`src/rtl/tt_div_pkg.sv`:
```
// rtl/tt_div_pkg.sv - shared state encoding and width helpers for the sequential divider
package tt_div_pkg;

    localparam logic [1:0] ST_IDLE  = 2'd0;
    localparam logic [1:0] ST_CALC  = 2'd1;
    localparam logic [1:0] ST_FIXUP = 2'd2;

    function automatic int cnt_width(input int w);
        return (w <= 2) ? 1 : $clog2(w);
    endfunction

    function automatic logic [63:0] min_val(input int w);
        return 64'd1 << (w - 1);
    endfunction

    // Magnitude of a w-bit two's-complement value; |MIN| comes out as 2^(w-1).
    function automatic logic [63:0] abs_w(input logic [63:0] v, input int w);
        logic [63:0] mask;
        mask = (64'd1 << w) - 64'd1;
        if (v[w-1])
            return (~v + 64'd1) & mask;
        return v & mask;
    endfunction

endpackage

```
`src/rtl/tt_div_step.sv`:
```
// rtl/tt_div_step.sv - one combinational restoring-division step
module tt_div_step #(
    parameter int WIDTH = 8
) (
    input  logic [WIDTH-1:0] r_in,
    input  logic [WIDTH-1:0] q_in,
    input  logic [WIDTH-1:0] d,
    output logic [WIDTH-1:0] r_out,
    output logic [WIDTH-1:0] q_out
);

    logic [WIDTH:0] r_sh;

    // The shifted remainder needs one extra bit; after the trial subtract it fits WIDTH again.
    always_comb begin
        r_sh = {r_in, q_in[WIDTH-1]};
        if (r_sh >= {1'b0, d}) begin
            r_out = WIDTH'(r_sh - {1'b0, d});
            q_out = {q_in[WIDTH-2:0], 1'b1};
        end else begin
            r_out = r_sh[WIDTH-1:0];
            q_out = {q_in[WIDTH-2:0], 1'b0};
        end
    end

endmodule

```
`src/rtl/tt_seq_divider.sv`:
```
// rtl/tt_seq_divider.sv - multi-cycle restoring divider with signed mode and start/busy/done handshake
module tt_seq_divider
    import tt_div_pkg::*;
#(
    parameter int WIDTH     = 8,
    parameter bit SIGNED_EN = 1'b1
) (
    input  logic             clk,
    input  logic             rst_n,
    input  logic             ena,
    input  logic             start,
    input  logic             is_signed,
    input  logic [WIDTH-1:0] dividend,
    input  logic [WIDTH-1:0] divisor,
    output logic             busy,
    output logic             done,
    output logic [WIDTH-1:0] quotient,
    output logic [WIDTH-1:0] remainder,
    output logic             div_by_zero,
    output logic             overflow
);

    localparam int               CW       = cnt_width(WIDTH);
    localparam logic [CW-1:0]    CNT_LAST = CW'(WIDTH - 1);
    localparam logic [WIDTH-1:0] MIN_V    = WIDTH'(min_val(WIDTH));

    logic [1:0]       state;
    logic [CW-1:0]    cnt;
    logic [WIDTH-1:0] q_reg, r_reg, d_reg;
    logic [WIDTH-1:0] q_nxt, r_nxt;
    logic [WIDTH-1:0] a_mag, b_mag;
    logic             neg_q, neg_r, dz, ovf;
    logic             signed_op;

    assign signed_op = SIGNED_EN & is_signed;

    always_comb begin
        a_mag = dividend;
        b_mag = divisor;
        if (signed_op) begin
            a_mag = WIDTH'(abs_w(64'(dividend), WIDTH));
            b_mag = WIDTH'(abs_w(64'(divisor), WIDTH));
        end
    end

    tt_div_step #(.WIDTH(WIDTH)) u_step (
        .r_in  (r_reg),
        .q_in  (q_reg),
        .d     (d_reg),
        .r_out (r_nxt),
        .q_out (q_nxt)
    );

    always_ff @(posedge clk) begin
        if (!rst_n) begin
            state       <= ST_IDLE;
            cnt         <= '0;
            q_reg       <= '0;
            r_reg       <= '0;
            d_reg       <= '0;
            neg_q       <= 1'b0;
            neg_r       <= 1'b0;
            dz          <= 1'b0;
            ovf         <= 1'b0;
            busy        <= 1'b0;
            done        <= 1'b0;
            quotient    <= '0;
            remainder   <= '0;
            div_by_zero <= 1'b0;
            overflow    <= 1'b0;
        end else if (ena) begin
            done <= 1'b0;
            case (state)
                ST_IDLE: begin
                    if (start) begin
                        q_reg <= a_mag;
                        r_reg <= '0;
                        d_reg <= b_mag;
                        cnt   <= CNT_LAST;
                        neg_q <= signed_op & (dividend[WIDTH-1] ^ divisor[WIDTH-1]);
                        neg_r <= signed_op & dividend[WIDTH-1];
                        dz    <= (divisor == '0);
                        ovf   <= signed_op && (dividend == MIN_V) && (divisor == '1);
                        busy  <= 1'b1;
                        state <= (divisor == '0) ? ST_FIXUP : ST_CALC;
                    end
                end
                ST_CALC: begin
                    r_reg <= r_nxt;
                    q_reg <= q_nxt;
                    cnt   <= cnt - 1'b1;
                    if (cnt == '0)
                        state <= ST_FIXUP;
                end
                ST_FIXUP: begin
                    busy        <= 1'b0;
                    done        <= 1'b1;
                    div_by_zero <= dz;
                    overflow    <= ovf;
                    // On divide-by-zero q_reg still holds |dividend|; re-signing it restores the dividend.
                    if (dz) begin
                        quotient  <= '1;
                        remainder <= neg_r ? -q_reg : q_reg;
                    end else begin
                        quotient  <= neg_q ? -q_reg : q_reg;
                        remainder <= neg_r ? -r_reg : r_reg;
                    end
                    state <= ST_IDLE;
                end
                default: state <= ST_IDLE;
            endcase
        end
    end

endmodule

```
`config.mk`:
```
export PLATFORM = sky130hd
export DESIGN_NAME = tt_seq_divider
export DESIGN_NICKNAME = d
export VERILOG_FILES = /design/src/rtl/tt_div_pkg.sv /design/src/rtl/tt_div_step.sv /design/src/rtl/tt_seq_divider.sv
export SDC_FILE = /design/constraint.sdc
export NUM_CORES = 1
export LEC_CHECK = 0
export CAP_MARGIN = 20
export CORE_MARGIN = 10
export CORE_UTILIZATION = 40
export DETAILED_ROUTE_END_ITERATION = 8
export PLACE_DENSITY_LB_ADDON = 0.2
export SLEW_MARGIN = 10
export SYNTH_ARGS = -nofsm -noshare
export SYNTH_HDL_FRONTEND = slang
export SYNTH_SLANG_ARGS = --single-unit
```
`constraint.sdc`:
```
create_clock -name clk -period 1.9 [get_ports clk]
set_input_delay 0.285 -clock clk [delete_from_list [all_inputs] [get_ports clk]]
set_output_delay 0.285 -clock clk [all_outputs]
set_load 0.02 [all_outputs]
```
-- After elaboration in Yosys (flattened, before gate mapping)
Index checks and enable logic that the tools add are counted.
- register bits: 53
- bits of input ports: 21
- output and inout port bits: 20
- word-level logic and storage cells: 75
- add/sub/neg operators: 6
- order comparisons: 1
- equality and inequality tests: 6
- muxes and demuxes: 30
- bitwise gates (word level): 5
- reductions and logical operators: 12
- operator list (cell ; count):
    two-way mux 8 bit ; 14
    one-hot mux 8 bit (2 select lines) ; 2
    adder 8 x 1 -> 8 bit, second input constant ; 2
    == test 8 bit, second input constant ; 2
    negation 8 bit ; 2
    inverter 8 bit ; 2
    AND reduction 3 bit ; 4
    >= comparator 9 x 8 -> 1 bit ; 1
    logical NOT 8 bit ; 1
    subtractor 8 bit ; 1
    two-way mux 1 bit ; 7
    two-way mux 2 bit ; 3
    one-hot mux 3 bit (2 select lines) ; 1
    inequality test 2 bit, second input constant ; 2
    one-hot mux 2 bit (2 select lines) ; 1
    nonzero test 2 bit ; 2
    logical NOT 3 bit ; 1
    two-way mux 3 bit ; 1
    subtractor 3 x 1 -> 3 bit, second input constant ; 1
    AND 1 bit ; 2
    == test 2 x 1 -> 1 bit, second input constant ; 1
    == test 2 bit, second input constant ; 1
    logical AND 1 bit ; 2
    logical NOT 2 bit ; 1
    other kinds (3) ; 3

-- Depth between registers and ports, before layout
Gate-level depths: netlist of the first run.
- word-level depth: 7
- depth in mapped cells: 9
- depth with buffers taken out: 9

-- Modules after synthesis
From an unflattened synthesis of the first run, not the netlist that was laid out.
- cell total of the unflattened synthesis: 436
- area, all modules: 3502.1 um^2
- by module, submodules not included (module ; times used ; cells each ; area an instance (um^2) ; sequential area each (um^2)):
    tt_seq_divider ; 1 ; 360 ; 2929.1 ; 1061.0
    tt_div_step ; 1 ; 76 ; 573.0 ; 0.0

-- Worst setup path before layout of the first run
OpenSTA, ideal clock, no wires.
- path kind: reg-to-reg
- from: reg q_reg[7]
- to: reg r_reg[6]
- library setup time: 0.059 ns
- arrival: 2.013 ns
- data required time: 1.841 ns
- setup slack: -0.172 ns
- cell stages (with the launch flop): 10
- buffers on the path: 0
- clock period less this slack: 2.072 ns
- cells stage by stage: dfxtp_1 inv_1 ha_1 inv_1 fa_1 a211o_1 a2111oi_1 a41oi_1 a211o_1 nand2_1
- longest elaborated chain between the ends: 3
- elaborated cells on any way between the ends: 4
- those cells by class: add/sub (1); order compare (1); mux (2)
- RTL lines (element ; line ; source):
    start, declared ; tt_seq_divider.sv:29 ; logic [WIDTH-1:0] q_reg, r_reg, d_reg;
    start signal, assigned ; tt_seq_divider.sv:76 ; q_reg <= a_mag;
    start signal, assigned ; tt_seq_divider.sv:90 ; q_reg <= q_nxt;
    subtractor 8 bit or >= comparator 9 x 8 -> 1 bit (tied branches) ; tt_div_step.sv:18, tt_div_step.sv:17 ;
    two-way mux 8 bit (*) ; tt_div_step.sv:17 ; if (r_sh >= {1'b0, d}) begin
    one-hot mux 8 bit (2 select lines) (*) ; tt_seq_divider.sv:73 ; case (state)
    end signal, assigned ; tt_seq_divider.sv:89 ; r_reg <= r_nxt;
    end, declared ; tt_seq_divider.sv:29 ;
Every way passes the cells marked *; elsewhere a longest branch is shown, timed or not.
A chain may end at the register's enable or synchronous reset.

-- Final worst setup path of the first run
Same ends and word-level chain as after synthesis.

==> summary.txt, run 1 <==
Status
  • Status: complete, but fails checks
  • Failing checks: setup timing

Worst hold path
  • Worst Hold Class: reg2reg
  • WHS Endpoint: overflow
  • Hold depth: 2
  • Hold Startpoint: overflow

Synth
  • Post-Synthesis Cells: 410
  • Syn avg cell area: 8.08 µm²
  • Area leader, netlist: dfxtp_1
  • Post-Syn Area: 3310 µm²
  • Post-synthesis register bit count: 53
  • Synth async-reset ratio: 0%
  • Syn Nets: 447
  • Post-synth EDFFs: 0
  • Post-synth top area share: 32.0%
  • Ys flop type: dfxtp_1
  • Ys Warns: 0
  • Cell variety after synth: 60
  • Fraction of the yosys area taken by sequential cells: 32.0%
  • Top cells by area, synth: dfxtp_1 32%, ha_1 5.7%, a21oi_1 5.3%, nand2_1 4.5%, xnor2_1 4.5%

STA
  • Clk_skew: 0.00838 ns
  • Slew headroom: 65.3%
  • Final worst slack: -0.0647 ns
  • Period utilization: 103%
  • Final slew viol count: 0
  • Worst-Margin Slew: 0.519 ns
  • Final-report setup violation count: 1
  • RSZ-0062 raised after global routing: true
  • Fin. Hold Viols: 0
  • Fin crit period: 1.96 ns
  • Fmax: 0.509 GHz

Finish
  • Final nets: 519
  • Filler Cell Count: 767
  • Area Growth Syn to Fin: 30.0%
  • Multi-input logic area: 2100 µm²
  • Layout Cells excl Fill: 588
  • Share of layout cells above drive strength 1: 17.6%
  • Fin util: 52.9%
  • Antenna diodes: 0
  • Register area: 1060 µm²

Routing
  • 1st-iter DRT viols: 116
  • Routed Antenna Nets: 0
  • First drt pass iteration count: 4
  • Post-Route WL: 8470 µm
  • DR vias/cell: 5.27
  • # DRC: 0
  • WL/cell: 14.4 µm
  • Via count: 3097

Placed design
  • Gpl congestion: 0.889
  • Placed insts: 578
  • DP HPWL: 6690 µm
  • Port bufs: 40

Global routing
  • GRT Util Overall: 13.3%
  • Vias in the first global route: 3042
  • Initial antenna violation count: 0
  • First-pass GRT wire length: 14300 µm
  • Maximum number of pins on one net before global-route repair: 19
  • Final global-route overflow total: 0

Floorplan
  • Starting Density: 40.7%
  • Placeable Area: 8130 µm²
  • # IOs: 41
  • Total die area: 12300 µm²
  • Die height: 111 µm
  • Row cnt: 33
  • Width of the die: 111 µm

Clock tree
  • Clk Tree Root Cell: clkbuf_8
  • CTS sink count: 53
  • TritonCTS clock tree: done
  • Htree depth: 2
  • CTS Buf Count: 5
  • Clock Latency Late Sink: 0.31 ns
  • Hold-fix buffers, CTS: 0
  • Clk buf depth: 2
  • Clk slew on worst S/H paths: 0.09 ns

Worst setup path
  • Worst EP arrival: 2.22 ns
  • R2R Path End: r_reg[6]
  • Setup Crit Path Kind: reg2reg
  • Worst Reg2Reg Path Length in Cells: 9
  • CP endpoint kind: flop
  • R2R Path Start: q_reg[7]
  • Worst Setup SP: q_reg[7]
  • Worst Path Required: 2.15 ns
  • CP startpoint kind: flop
  • Reg2Reg Setup Slack: -0.06 ns
  • Critical path fanouts, max: 2

Pwr
  • Worst vdd ir: 0.400 mV
  • Pleak: 0.00167 µW
  • Total power per unit cell area: 636 nW/µm²

Job
  • Max-Cap Viols: 0
==> layout make-up <==
cell class,instances,share of cell area (%)
multi-input combinational,307,48.8
sequential,53,24.7
clock buffer,6,1.69
tap,105,3.05
inverter,25,2.18
clock inverter,2,0.901
timing repair buffer,90,18.7
==> Yosys cell counts, types with 2 or more instances <==
cell,number
inv_1,25
dfxtp_1,53
a221oi_1,3
buf_2,8
a21oi_1,35
a311oi_1,4
nand3_1,19
a31oi_1,3
ha_1,15
nand2_1,40
clkbuf_1,14
nand2b_1,3
o41ai_1,2
o211ai_1,4
and2_1,3
o21a_1,4
nor3_1,11
a211o_1,5
o41ai_2,2
o21ai_0,27
a211oi_1,6
xnor2_1,17
or3_1,4
buf_6,2
o31ai_1,6
nor2_1,31
mux2i_1,9
a21o_1,3
xor2_1,9
a32oi_1,4
nor2b_1,7
nand4_1,4
==> placed cells by master, fill, tap and decap left out, drive strengths merged, types with 5 or more instances in the layout <==
cell type	n
nand2	40
ha	15
nor2b	7
inv	25
a211o	5
clkdlybuf4s50	40
xnor2	17
o31ai	6
nand3	19
mux2i	9
o211ai	5
nor3	11
nor2	32
xor2	9
dfxtp	53
or3	5
o41ai	5
o21ai	28
a21oi	36
clkbuf	6
buf	50
a211oi	6
==> per-stage QoR <==
stage	power, µW	hold WS [ns]	cell area [µm²]	setup slack (ns)	TNS [ns]
2_1_floorplan	1680	0.421	3320	-0.105	-0.105
3_3_place_gp	1940	0.445	4120	-0.0819	-0.0819
3_5_place_dp	1950	0.448	4120	-0.141	-0.244
4_1_cts	2730	0.462	4250	-0.0765	-0.0765
5_1_grt	2890	0.486	4310	-0.140	-0.357
6_report	2740	0.458	4310	-0.0647	-0.0647
==> report_power, final <==
group	switching [µW]	internal [µW]	total (µW)
logic	389	376	766
registers	47.4	1160	1200
clock network	373	396	769
==> metal layers <==
layer	vias up	wire length, µm	global-route usage [%]
li1	1615	-	-
met1	1430	4030	16.5
met2	46	4060	22.5
met3	6	286	2.71
met4	0	90	3.82
met5	-	0	0
==> cells by family (layout without fill, tap and decap cells) <==
kind of cell	after synthesis	after routing	share of synthesized area (%)
adders and majority gates	16	16	6.27
xor gates and xnor gates	26	26	6.88
DFF	53	53	32.0
muxes	11	11	3.74
and+or+nand+nor	134	134	19.9
buffers and inverters	50	123	6.54
AOI/OAI and AO/OA	120	120	24.7
==> how the worst max path moves through the flow <==
stage                     endpoint  slack, ns  cells after the start
after floorplan           r_reg[6]      -0.11                      9
after global placement    r_reg[6]      -0.08                      9
after detailed placement  r_reg[6]      -0.14                      9
after CTS                 r_reg[6]      -0.08                      9
after global routing      r_reg[6]      -0.14                      9
final                     r_reg[6]      -0.06                      9
==> worst max-delay path, cell delays in order (launching register included) <==
cell	delay (ns)
dfxtp_2	0.33
inv_2	0.07
ha_4	0.13
inv_2	0.03
fa_2	0.33
a211o_1	0.32
a2111oi_4	0.32
a41oi_2	0.06
a211o_1	0.27
nand2_1	0.05
==> repair_timing <==
| action | in CTS | in global routing |
|---|---|---|
| endpoints found under the setup margin | 5 | 10 |
| hold endpoints to repair | 0 | 0 |
| setup buffers | 1 | 1 |
| pin swaps | 1 | 2 |
| cloned | 0 | 0 |
| resized for setup | 4 | 11 |
Note: power is estimated with default switching activity, not from simulation.
==> run 2: changes to the inputs <==
--- a/config.mk
+++ b/config.mk
@@ -9,8 +9,6 @@
 export CORE_MARGIN = 10
 export CORE_UTILIZATION = 40
 export DETAILED_ROUTE_END_ITERATION = 8
-export PLACE_DENSITY_LB_ADDON = 0.2
-export SLEW_MARGIN = 10
 export SYNTH_ARGS = -nofsm -noshare
 export SYNTH_HDL_FRONTEND = slang
 export SYNTH_SLANG_ARGS = --single-unit
==> summary.txt, run 2 (synthesis gave the netlist of run 1 again) <==
Status
  • Status: complete, but fails checks (unchanged)
  • Failing checks: setup timing (unchanged)

STA
  • Slew headroom: 68.5% (was 65.3%)
  • Fmax: 0.493 GHz (was 0.509 GHz)
  • Final worst slack: -0.128 ns (was -0.0647 ns)
  • Final-report setup violation count: 1 (unchanged)
  • Clk_skew: 0.0133 ns (was 0.00838 ns)
  • Final slew viol count: 0 (unchanged)
  • Fin crit period: 2.03 ns (was 1.96 ns)
  • Fin. Hold Viols: 0 (unchanged)
  • Period utilization: 107% (was 103%)
  • Worst-Margin Slew: 0.471 ns (was 0.519 ns)
  • RSZ-0062 raised after global routing: true (unchanged)
  • TNS Setup: -0.128 ns (was -0.0647 ns)

Global routing
  • Final global-route overflow total: 0 (unchanged)
  • Initial antenna violation count: 0 (unchanged)
  • GRT Util Overall: 13.8% (was 13.3%)
  • First-pass GRT wire length: 14700 µm (was 14300 µm)
  • Vias in the first global route: 3111 (was 3042)
  • Maximum number of pins on one net before global-route repair: 24 (was 19)

Worst setup path
  • CP endpoint kind: flop (unchanged)
  • Critical path fanouts, max: 3 (was 2)
  • Worst Path Required: 2.16 ns (was 2.15 ns)
  • CP startpoint kind: flop (unchanged)
  • Worst EP arrival: 2.28 ns (was 2.22 ns)
  • Setup Crit Path Kind: reg2reg (unchanged)

Floorplan
  • Placeable Area: 8130 µm² (unchanged)
  • Die height: 111 µm (unchanged)
  • Starting Density: 40.7% (unchanged)
  • Width of the die: 111 µm (unchanged)
  • Total die area: 12300 µm² (unchanged)
  • Row cnt: 33 (unchanged)
  • # IOs: 41 (unchanged)

Finish
  • Antenna diodes: 0 (unchanged)
  • Post-route cell area: 4350 µm² (was 4310 µm²)
  • Final nets: 523 (was 519)
  • Filler Cell Count: 778 (was 767)
  • Layout Cells excl Fill: 592 (was 588)
  • Area Growth Syn to Fin: 31.2% (was 30.0%)
  • Most common cell after layout, fill and taps aside: buf_4 (was dfxtp_1)
  • Most frequent cells in the layout: 52 x buf_4, 48 x dfxtp_1, 40 x nand2_1, 40 x clkdlybuf4s50_1, 33 x a21oi_1 (was 50 x dfxtp_1, 47 x buf_4, 40 x nand2_1, 40 x clkdlybuf4s50_1, 33 x a21oi_1)
  • Share of layout cells above drive strength 1: 18.9% (was 17.6%)

Pwr
  • Switching pwr: 836 µW (was 810 µW)
  • Int Power: 1950 µW (was 1930 µW)
  • Share of power burned in registers: 43.3% (was 44.0%)
  • Pleak: 0.00168 µW (was 0.00167 µW)
  • Clock power frac: 28.4% (was 28.1%)
  • Combinational share of power: 28.3% (was 27.9%)
  • Worst vdd ir: 0.294 mV (was 0.400 mV)
  • Switch share: 30.0% (was 29.6%)
  • Post-route total power: 2790 µW (was 2740 µW)
  • Total power per unit cell area: 641 nW/µm² (was 636 nW/µm²)

Placed design
  • DP HPWL: 6870 µm (was 6690 µm)
  • Port bufs: 40 (unchanged)
  • Placed insts: 582 (was 578)
  • Pre-CTS WS: -0.173 ns (was -0.141 ns)
  • Cell area after placement: 4150 µm² (was 4120 µm²)
  • Gpl congestion: 0.887 (was 0.889)

Clock tree
  • Clk Tree Root Cell: clkbuf_8 (unchanged)
  • Hold-fix buffers, CTS: 0 (unchanged)
  • Clock Latency Late Sink: 0.32 ns (was 0.31 ns)
  • Clk buf depth: 2 (unchanged)
  • TritonCTS clock tree: done (unchanged)
  • CTS Buf Count: 5 (unchanged)
  • Htree depth: 2 (unchanged)
  • Clk slew on worst S/H paths: 0.09 ns (about the same)
  • CTS sink count: 53 (unchanged)

Routing
  • Post-Route WL: 8720 µm (was 8470 µm)
  • First drt pass iteration count: 4 (unchanged)
  • Via count: 3100 (was 3097)
  • DR vias/cell: 5.24 (was 5.27)
  • DRT met1 WL: 4020 µm (was 4030 µm)
  • Max Used Layer: met4 (unchanged)
  • Met3 wire len: 400 µm (was 286 µm)
  • 1st-iter DRT viols: 119 (was 116)
  • Routed Antenna Nets: 0 (unchanged)
  • # DRC: 0 (unchanged)
  • Met2 WL: 4180 µm (was 4060 µm)
  • WL/cell: 14.7 µm (was 14.4 µm)

Job
  • Max-Cap Viols: 0 (unchanged)

Worst hold path
  • Worst Hold Class: reg2reg (unchanged)
[run 2: through the flow]
step | hold WS [ns] | utilization (%)
after global placement | 0.444 | 51.0
after floorplan | 0.421 | -
final | 0.458 | 53.4
after global routing | 0.480 | 53.4
after CTS | 0.463 | 52.8
after detailed placement | 0.448 | 51.0
[run 2: critical path, stage by stage (launching register included)]
cell and delay [ns]:
dfxtp_2 0.33, inv_2 0.07, ha_4 0.14, inv_2 0.03
fa_2 0.36, a211o_1 0.33, a2111oi_4 0.32, a41oi_2 0.06
a211o_1 0.27, nand2_1 0.06
[run 2: final cells by class]
| cell class | count | area (µm²) | area share [%] |
|---|---|---|---|
| clock buffer | 6 | 72.6 | 1.67 |
| sequential | 53 | 1070 | 24.6 |
| tap | 105 | 131 | 3.02 |
| timing repair buffer | 94 | 831 | 19.1 |
| inverter | 25 | 93.8 | 2.16 |
| clock inverter | 2 | 38.8 | 0.892 |
| multi-input combinational | 307 | 2110 | 48.6 |
[run 2: final timing paths]
kind / to / depth (start not counted) / startpoint / slack [ns]
worst min-delay path: overflow / 2 / overflow / 0.46
worst max register to register: r_reg[6] / 9 / q_reg[7] / -0.13
worst max-delay path: r_reg[6] / 9 / q_reg[7] / -0.13
worst min register to register: overflow / 2 / overflow / 0.46
[run 2: power groups by stage]
stage / Sequential [µW] / Clock [µW] / Combinational [µW]
2_1_floorplan: 1220 / 0 / 462
3_3_place_gp: 1230 / 0 / 726
3_5_place_dp: 1230 / 0 / 736
4_1_cts: 1210 / 810 / 754
5_1_grt: 1210 / 849 / 873
6_report: 1210 / 791 / 788
[run 2: routing by layer]
layer,global-route usage [%],up-vias
li1,-,1620
met1,16.8,1412
met2,23.6,57
met3,3.03,11
met4,4.17,0
met5,0,-
[run 2: what timing repair did]
| action | CTS | global route |
|---|---|---|
| buffers inserted | 1 | 1 |
| pin swaps | 2 | 2 |
| endpoints found under the setup margin | 7 | 11 |
| gates resized for setup | 8 | 9 |
